**src/rtl/mlkem_pkg.sv**
```systemverilog
// Shared ML-KEM definitions for the encode/decode/compress pipeline stages.
//   Q       : the ML-KEM modulus 3329
//   N       : coefficients per polynomial (256)
//   coef_t  : one 12-bit coefficient
//   state_e : two-state frame controller used by the streaming stages
package mlkem_pkg;

  localparam int unsigned Q = 3329;
  localparam int unsigned N = 256;

  typedef logic [11:0] coef_t;

  typedef enum logic {
    IDLE = 1'b0,
    RUN  = 1'b1
  } state_e;

endpackage

```
**src/rtl/cond_sub_q.sv**
```systemverilog
// Single conditional subtraction of q. The output is fully reduced
// whenever the input is below 2*q, which is the case for any 12-bit value.
// Ports:
//   a_i : 12-bit value in [0, 2q)
//   r_o : a_i mod q
module cond_sub_q
  import mlkem_pkg::*;
(
  input  logic [11:0] a_i,
  output logic [11:0] r_o
);

  localparam logic [11:0] Q_C = 12'(Q);

  assign r_o = (a_i >= Q_C) ? (a_i - Q_C) : a_i;

endmodule

```
**src/rtl/byte_decode_stream.sv**
```systemverilog
// Streaming ByteDecode_d. Consumes one frame of 32*D bytes (LSB-first bit
// order) and emits 256 D-bit coefficients, one per output handshake. For
// D = 12 each coefficient is reduced mod q.
// Ports:
//   clk_i, rst_ni                : clock, synchronous active-low reset
//   start_i                      : begin a frame (only honoured in IDLE)
//   in_data_i/valid_i/ready_o    : byte input stream
//   coef_o/idx_o/last_o/valid_o  : coefficient output stream
//   coef_ready_i                 : output stream ready
//   busy_o                       : frame in progress
//   done_o                       : one-cycle pulse after the final coefficient
module byte_decode_stream
  import mlkem_pkg::*;
#(
  parameter int D         = 12,
  parameter int OUT_WIDTH = 16
) (
  input  logic                 clk_i,
  input  logic                 rst_ni,
  input  logic                 start_i,
  input  logic [7:0]           in_data_i,
  input  logic                 in_valid_i,
  output logic                 in_ready_o,
  output logic [OUT_WIDTH-1:0] coef_o,
  output logic [7:0]           coef_idx_o,
  output logic                 coef_last_o,
  output logic                 coef_valid_o,
  input  logic                 coef_ready_i,
  output logic                 busy_o,
  output logic                 done_o
);

  localparam int BUF_W = D + 8;
  localparam int CNT_W = $clog2(D + 9);

  localparam logic [CNT_W-1:0] D_C           = CNT_W'(D);
  localparam logic [CNT_W-1:0] BYTE_BITS_C   = CNT_W'(8);
  localparam logic [8:0]       FRAME_BYTES_C = 9'(32 * D);
  localparam logic [8:0]       LAST_IDX_C    = 9'(N - 1);

  state_e             state_q, state_d;
  logic [BUF_W-1:0]   buf_q, buf_d;
  logic [CNT_W-1:0]   bit_cnt_q, bit_cnt_d;
  logic [8:0]         byte_cnt_q, byte_cnt_d;
  logic [8:0]         coef_cnt_q, coef_cnt_d;
  logic               done_q, done_d;

  logic               push;
  logic               pop;
  logic [CNT_W-1:0]   wr_pos;
  logic [BUF_W-1:0]   byte_ext;
  logic [D-1:0]       raw;

  // Accepting a byte only while at most D bits are buffered keeps bit_cnt
  // within D+8, and bit_cnt < D always leaves room for a byte.
  assign in_ready_o   = (state_q == RUN) && (byte_cnt_q < FRAME_BYTES_C)
                        && (bit_cnt_q <= D_C);
  assign coef_valid_o = (state_q == RUN) && (bit_cnt_q >= D_C);

  assign push     = in_valid_i && in_ready_o;
  assign pop      = coef_valid_o && coef_ready_i;
  assign byte_ext = BUF_W'(in_data_i);

  always_comb begin
    // NOTE: every variable gets a default before the case so no path leaves
    // one unassigned, which would otherwise infer a latch.
    state_d    = state_q;
    buf_d      = buf_q;
    bit_cnt_d  = bit_cnt_q;
    byte_cnt_d = byte_cnt_q;
    coef_cnt_d = coef_cnt_q;
    done_d     = 1'b0;
    wr_pos     = bit_cnt_q;

    case (state_q)
      IDLE: begin
        if (start_i) begin
          state_d    = RUN;
          buf_d      = '0;
          bit_cnt_d  = '0;
          byte_cnt_d = '0;
          coef_cnt_d = '0;
        end
      end

      RUN: begin
        if (pop) begin
          buf_d      = buf_q >> D;
          bit_cnt_d  = bit_cnt_q - D_C;
          coef_cnt_d = coef_cnt_q + 9'd1;
          wr_pos     = bit_cnt_q - D_C;
          if (coef_cnt_q == LAST_IDX_C) begin
            state_d = IDLE;
            done_d  = 1'b1;
          end
        end
        // Bits above bit_cnt are always zero (cleared on start, zero-filled
        // by the shift), so the new byte can simply be OR-ed into place.
        if (push) begin
          buf_d      = buf_d | (byte_ext << wr_pos);
          bit_cnt_d  = bit_cnt_d + BYTE_BITS_C;
          byte_cnt_d = byte_cnt_q + 9'd1;
        end
      end

      default: state_d = IDLE;
    endcase
  end

  always_ff @(posedge clk_i) begin
    if (!rst_ni) begin
      state_q    <= IDLE;
      // NOTE: the bit buffer is a handful of flops, not a RAM, so resetting
      // it is cheap and guarantees coef_o reads 0 out of reset.
      buf_q      <= '0;
      bit_cnt_q  <= '0;
      byte_cnt_q <= '0;
      coef_cnt_q <= '0;
      done_q     <= 1'b0;
    end else begin
      // NOTE: non-blocking assignments so every flop samples the values
      // computed from the previous state, independent of statement order.
      state_q    <= state_d;
      buf_q      <= buf_d;
      bit_cnt_q  <= bit_cnt_d;
      byte_cnt_q <= byte_cnt_d;
      coef_cnt_q <= coef_cnt_d;
      done_q     <= done_d;
    end
  end

  assign raw = buf_q[D-1:0];

  generate
    if (D == 12) begin : g_reduce
      logic [11:0] reduced;
      cond_sub_q u_cond_sub_q (
        .a_i (raw),
        .r_o (reduced)
      );
      assign coef_o = OUT_WIDTH'(reduced);
    end else begin : g_plain
      assign coef_o = OUT_WIDTH'(raw);
    end
  endgenerate

  assign coef_idx_o  = coef_cnt_q[7:0];
  assign coef_last_o = coef_valid_o && (coef_cnt_q == LAST_IDX_C);
  assign busy_o      = (state_q == RUN);
  assign done_o      = done_q;

endmodule

```
**config.mk**
```make
export PLATFORM = sky130hd
export DESIGN_NAME = byte_decode_stream
export DESIGN_NICKNAME = d
export VERILOG_FILES = /design/src/rtl/mlkem_pkg.sv /design/src/rtl/cond_sub_q.sv /design/src/rtl/byte_decode_stream.sv
export SDC_FILE = /design/constraint.sdc
export NUM_CORES = 1
export LEC_CHECK = 0
export CAP_MARGIN = 10
export CORE_ASPECT_RATIO = 0.6
export CORE_UTILIZATION = 40
export CTS_CLUSTER_DIAMETER = 60
export DETAILED_ROUTE_END_ITERATION = 8
export HOLD_SLACK_MARGIN = 0.05
export PLACE_DENSITY_LB_ADDON = 0.12
export SLEW_MARGIN = 15
export SYNTH_ARGS = -nofsm -noshare
export SYNTH_HDL_FRONTEND = slang
export SYNTH_HIERARCHICAL = 1
export SYNTH_SLANG_ARGS = --single-unit
```
**constraint.sdc**
```tcl
create_clock -name clk_i -period 2.4 [get_ports clk_i]
set_input_delay 0.24 -clock clk_i [delete_from_list [all_inputs] [get_ports clk_i]]
set_output_delay 0.24 -clock clk_i [all_outputs]
set_load 0.1 [all_outputs]
```
==> run metrics, run 1 <==
CTS sink cnt 43; dpl ws 0.1178 ns; simple-gate area share of the yosys netlist 24.51%; drt via density 5.694; sequential area share after synthesis 30.66%; Min-Delay Path Class flip-flop to flip-flop; hold_buf cts 0; Total Wirelength 7.159 mm; cts bufs inserted 5; Reg area 864.6 um^2; Reg2Reg Depth 7; Hold Path Cell Cnt 2; final hold vios 0; Total Routing Usage GR 21.13%; Fmax achieved 430.1 MHz; # H-tree levels 2; die height 66.90 um; final setup TNS 0 ns; initial core utilization 41.69%; Post-Synth Adder-Cell Area 3.119%; DRT Pass-1 Iters 4; clock buffer depth 2; I/O Buffers 37; initial antenna violation count 0; Synth Area in Compound Gates 24.15%; Final period util 96.89%; worst-path maximum fanout 7; Syn Inst Count 324; worst vdd ir 290.6 uV; fin nets 379; largest net degree at the start of global routing 22; Slew @ Worst Pin 0.6061 ns; first-pass GRT wire length 11.55 mm; area share of the largest cell type after synthesis 30.66%; CP Launch Type flip-flop; top post-synthesis cells by area dfxtp_1, xnor2_1, buf_4; max cap viols 0; clock-pin slew on the worst setup and hold paths 0.07 ns; CP Depth 8; Final min period 2.325 ns; PwrDens 515.8 mW/mm^2; Post-synth EDFFs 0; FFs w/ async S/R, synth 0%; family with the most delay on the worst path simple AND/OR/NAND/NOR gates; Worst Path Required 2.16 ns; Synth warnings 6; CTS tree yes; Slew headroom 59.28%; gpl congestion 0.8923; share of layout cells above drive strength 1 27.22%; mux contribution to synthesized area 3.565%; #FFs+latches synth 43; unrepaired setup endpoints after global routing true; xor and xnor area share after synthesis 5.615%; Pleak 1.410 nW; area of the multi-input gates 0.001868 mm^2; routed len/inst 16.02 um; filler cell count 612; Die ar. 0.007369 mm^2; ANT cells 0; Worst-Skew Late Latency 0.29 ns; main combinational cell family by area after synthesis simple AND/OR/NAND/NOR gates; Max Transition Viols Final 0; Area Overhead vs Synth 30.79%; DP HPWL 5.394 mm; Critical Path AT 2.09 ns; DRT antenna net count 0; Finish-stage setup viols 0; row count 23; setup slack after layout 0.07469 ns; critical path type flip-flop to output port; CORE AREA 0.006734 mm^2; cells along the critical path inv_2, ha_2, nor3b_4, nand4_4, buf_4, nand3b_1, xnor2_2, buf_12; Synth Flop Type dfxtp_1; post-synth cell types 63; vias in the first global route 2220; highest-delay cell along the critical path dfxtp_2; clk_skew 0.006722 ns; total global routing overflow 0; I/O pin count 42; Worst Path Buf+Inv 3; CP Capture Type output port; initial DRC count 220; status finished clean; leading area contributor after synthesis dfxtp_1; commonest non-fill, non-tap cell in the layout dfxtp_1; commonest non-fill, non-tap cells in the layout dfxtp_1, nor2_1, nand2_1, buf_4, a21oi_1; Synth Cell Area 0.002808 mm^2; Slowest Stage Delay on Critical Path 0.35 ns; CTS root buffer clkbuf_16; Die W 110.2 um; Syn Area/Cell 8.666 um^2; Vias 2545; # DRC 0
-- worst register-to-register path, stage by stage, from the launching register on --
cell	delay [ns]
dfxtp_1	0.32
ha_1	0.20
ha_2	0.26
o211a_4	0.29
o22ai_4	0.32
mux2i_1	0.41
nand2b_1	0.17
a311oi_2	0.09
-- cell usage after synthesis, types with 3 or more instances --
cell type  number
a311oi_2        4
a221o_1         3
ha_1            7
and3_1          3
nand2b_1        6
dfxtp_1        43
o21ai_0         9
nor2_1         31
or3_1           4
and2_1          5
a22o_1          8
nor3_1          8
buf_4          17
inv_1           9
nor3_2          7
o22a_1          4
mux2i_1        10
a21oi_1        21
nand3_1        18
xnor2_1        15
clkbuf_1        6
nand2_1        27
o21a_1          3
xor2_1          3
a311oi_1        4
buf_6           3
-- layer usage --
layer	up-vias	routed length (um)	track usage, %
met1	1199	3829	33.31
li1	1237	-	-
met5	-	0	0
met2	105	2676	26.95
met3	4	629	6.164
met4	0	24	4.441
-- path summary, 6_finish.rpt --
kind | start | end | slack, ns
worst max-delay path | buf_q[0] | coef_o[9] | 0.07
worst min-delay path | byte_cnt_q[8] | byte_cnt_q[8] | 0.48
worst max register to register | bit_cnt_q[2] | buf_q[14] | 0.20
worst min register to register | byte_cnt_q[8] | byte_cnt_q[8] | 0.48
-- layout make-up --
cell class                 instances  area share [%]
clock inverter                     2          0.9540
inverter                           9          0.9199
tap                               87           2.964
sequential                        43           23.54
clock buffer                       6           3.782
multi-input combinational        246           50.87
timing repair buffer              54           16.97
-- stage by stage --
| step | power [mW] | cell area, um^2 | utilization, % | cells | hold slack (ns) |
|---|---|---|---|---|---|
| after floorplan | 0.9841 | 2923 | - | 327 | 0.3709 |
| after global placement | 1.083 | 3435 | 51.00 | 436 | 0.4575 |
| after detailed placement | 1.085 | 3435 | 51.00 | 436 | 0.4624 |
| after CTS | 1.883 | 3623 | 53.81 | 445 | 0.4773 |
| after global routing | 1.957 | 3672 | 54.53 | 447 | 0.5220 |
| final | 1.894 | 3672 | 54.53 | 447 | 0.4768 |
-- registers in the layout, indices dropped and copies added (netlist names) --
| register | flops |
|---|---|
| byte_cnt_q | 9 |
| buf_q | 20 |
| done_o | 1 |
| coef_cnt_q | 9 |
| bit_cnt_q | 3 |
| busy_o | 1 |
-- cell families (layout without fill, tap and decap cells) --
logic type | count (synthesis) | after routing
AOI/OAI and AO/OA | 82 | 82
xor gates and xnor gates | 18 | 18
adders and majority gates | 7 | 7
buffers and inverters | 38 | 71
DFF | 43 | 43
muxes | 10 | 10
other | 1 | 4
and+or+nand+nor | 125 | 125
-- where the power goes --
part           internal, mW  switching, mW  leakage [nW]
sequential            0.727         0.0227         0.349
clock                 0.518          0.281        0.0868
combinational         0.128          0.218         0.974
-- timing repair --
item,4_1_cts,5_1_grt
pin swaps,0,5
gates cloned,0,0
gates resized for setup,3,9
setup endpoints to repair,8,14
buffers inserted,1,2
Note: power is estimated with default switching activity, not from simulation.
==> run 2, diff against run 1 <==
--- a/config.mk
+++ b/config.mk
@@ -10,6 +10,7 @@
 export CORE_UTILIZATION = 40
 export CTS_CLUSTER_DIAMETER = 60
 export DETAILED_ROUTE_END_ITERATION = 8
+export GPL_ROUTABILITY_DRIVEN = 0
 export HOLD_SLACK_MARGIN = 0.05
 export PLACE_DENSITY_LB_ADDON = 0.12
 export SLEW_MARGIN = 15
==> results of run 2 <==
The final DEF is identical to that of run 1; final timing and power are the same.
==> run 3, diff against run 2 <==
--- a/config.mk
+++ b/config.mk
@@ -5,10 +5,10 @@
 export SDC_FILE = /design/constraint.sdc
 export NUM_CORES = 1
 export LEC_CHECK = 0
-export CAP_MARGIN = 10
 export CORE_ASPECT_RATIO = 0.6
 export CORE_UTILIZATION = 40
 export CTS_CLUSTER_DIAMETER = 60
+export CTS_CLUSTER_SIZE = 12
 export DETAILED_ROUTE_END_ITERATION = 8
 export GPL_ROUTABILITY_DRIVEN = 0
 export HOLD_SLACK_MARGIN = 0.05
==> results of run 3 <==
The final DEF is identical to that of run 1; final timing and power are the same.
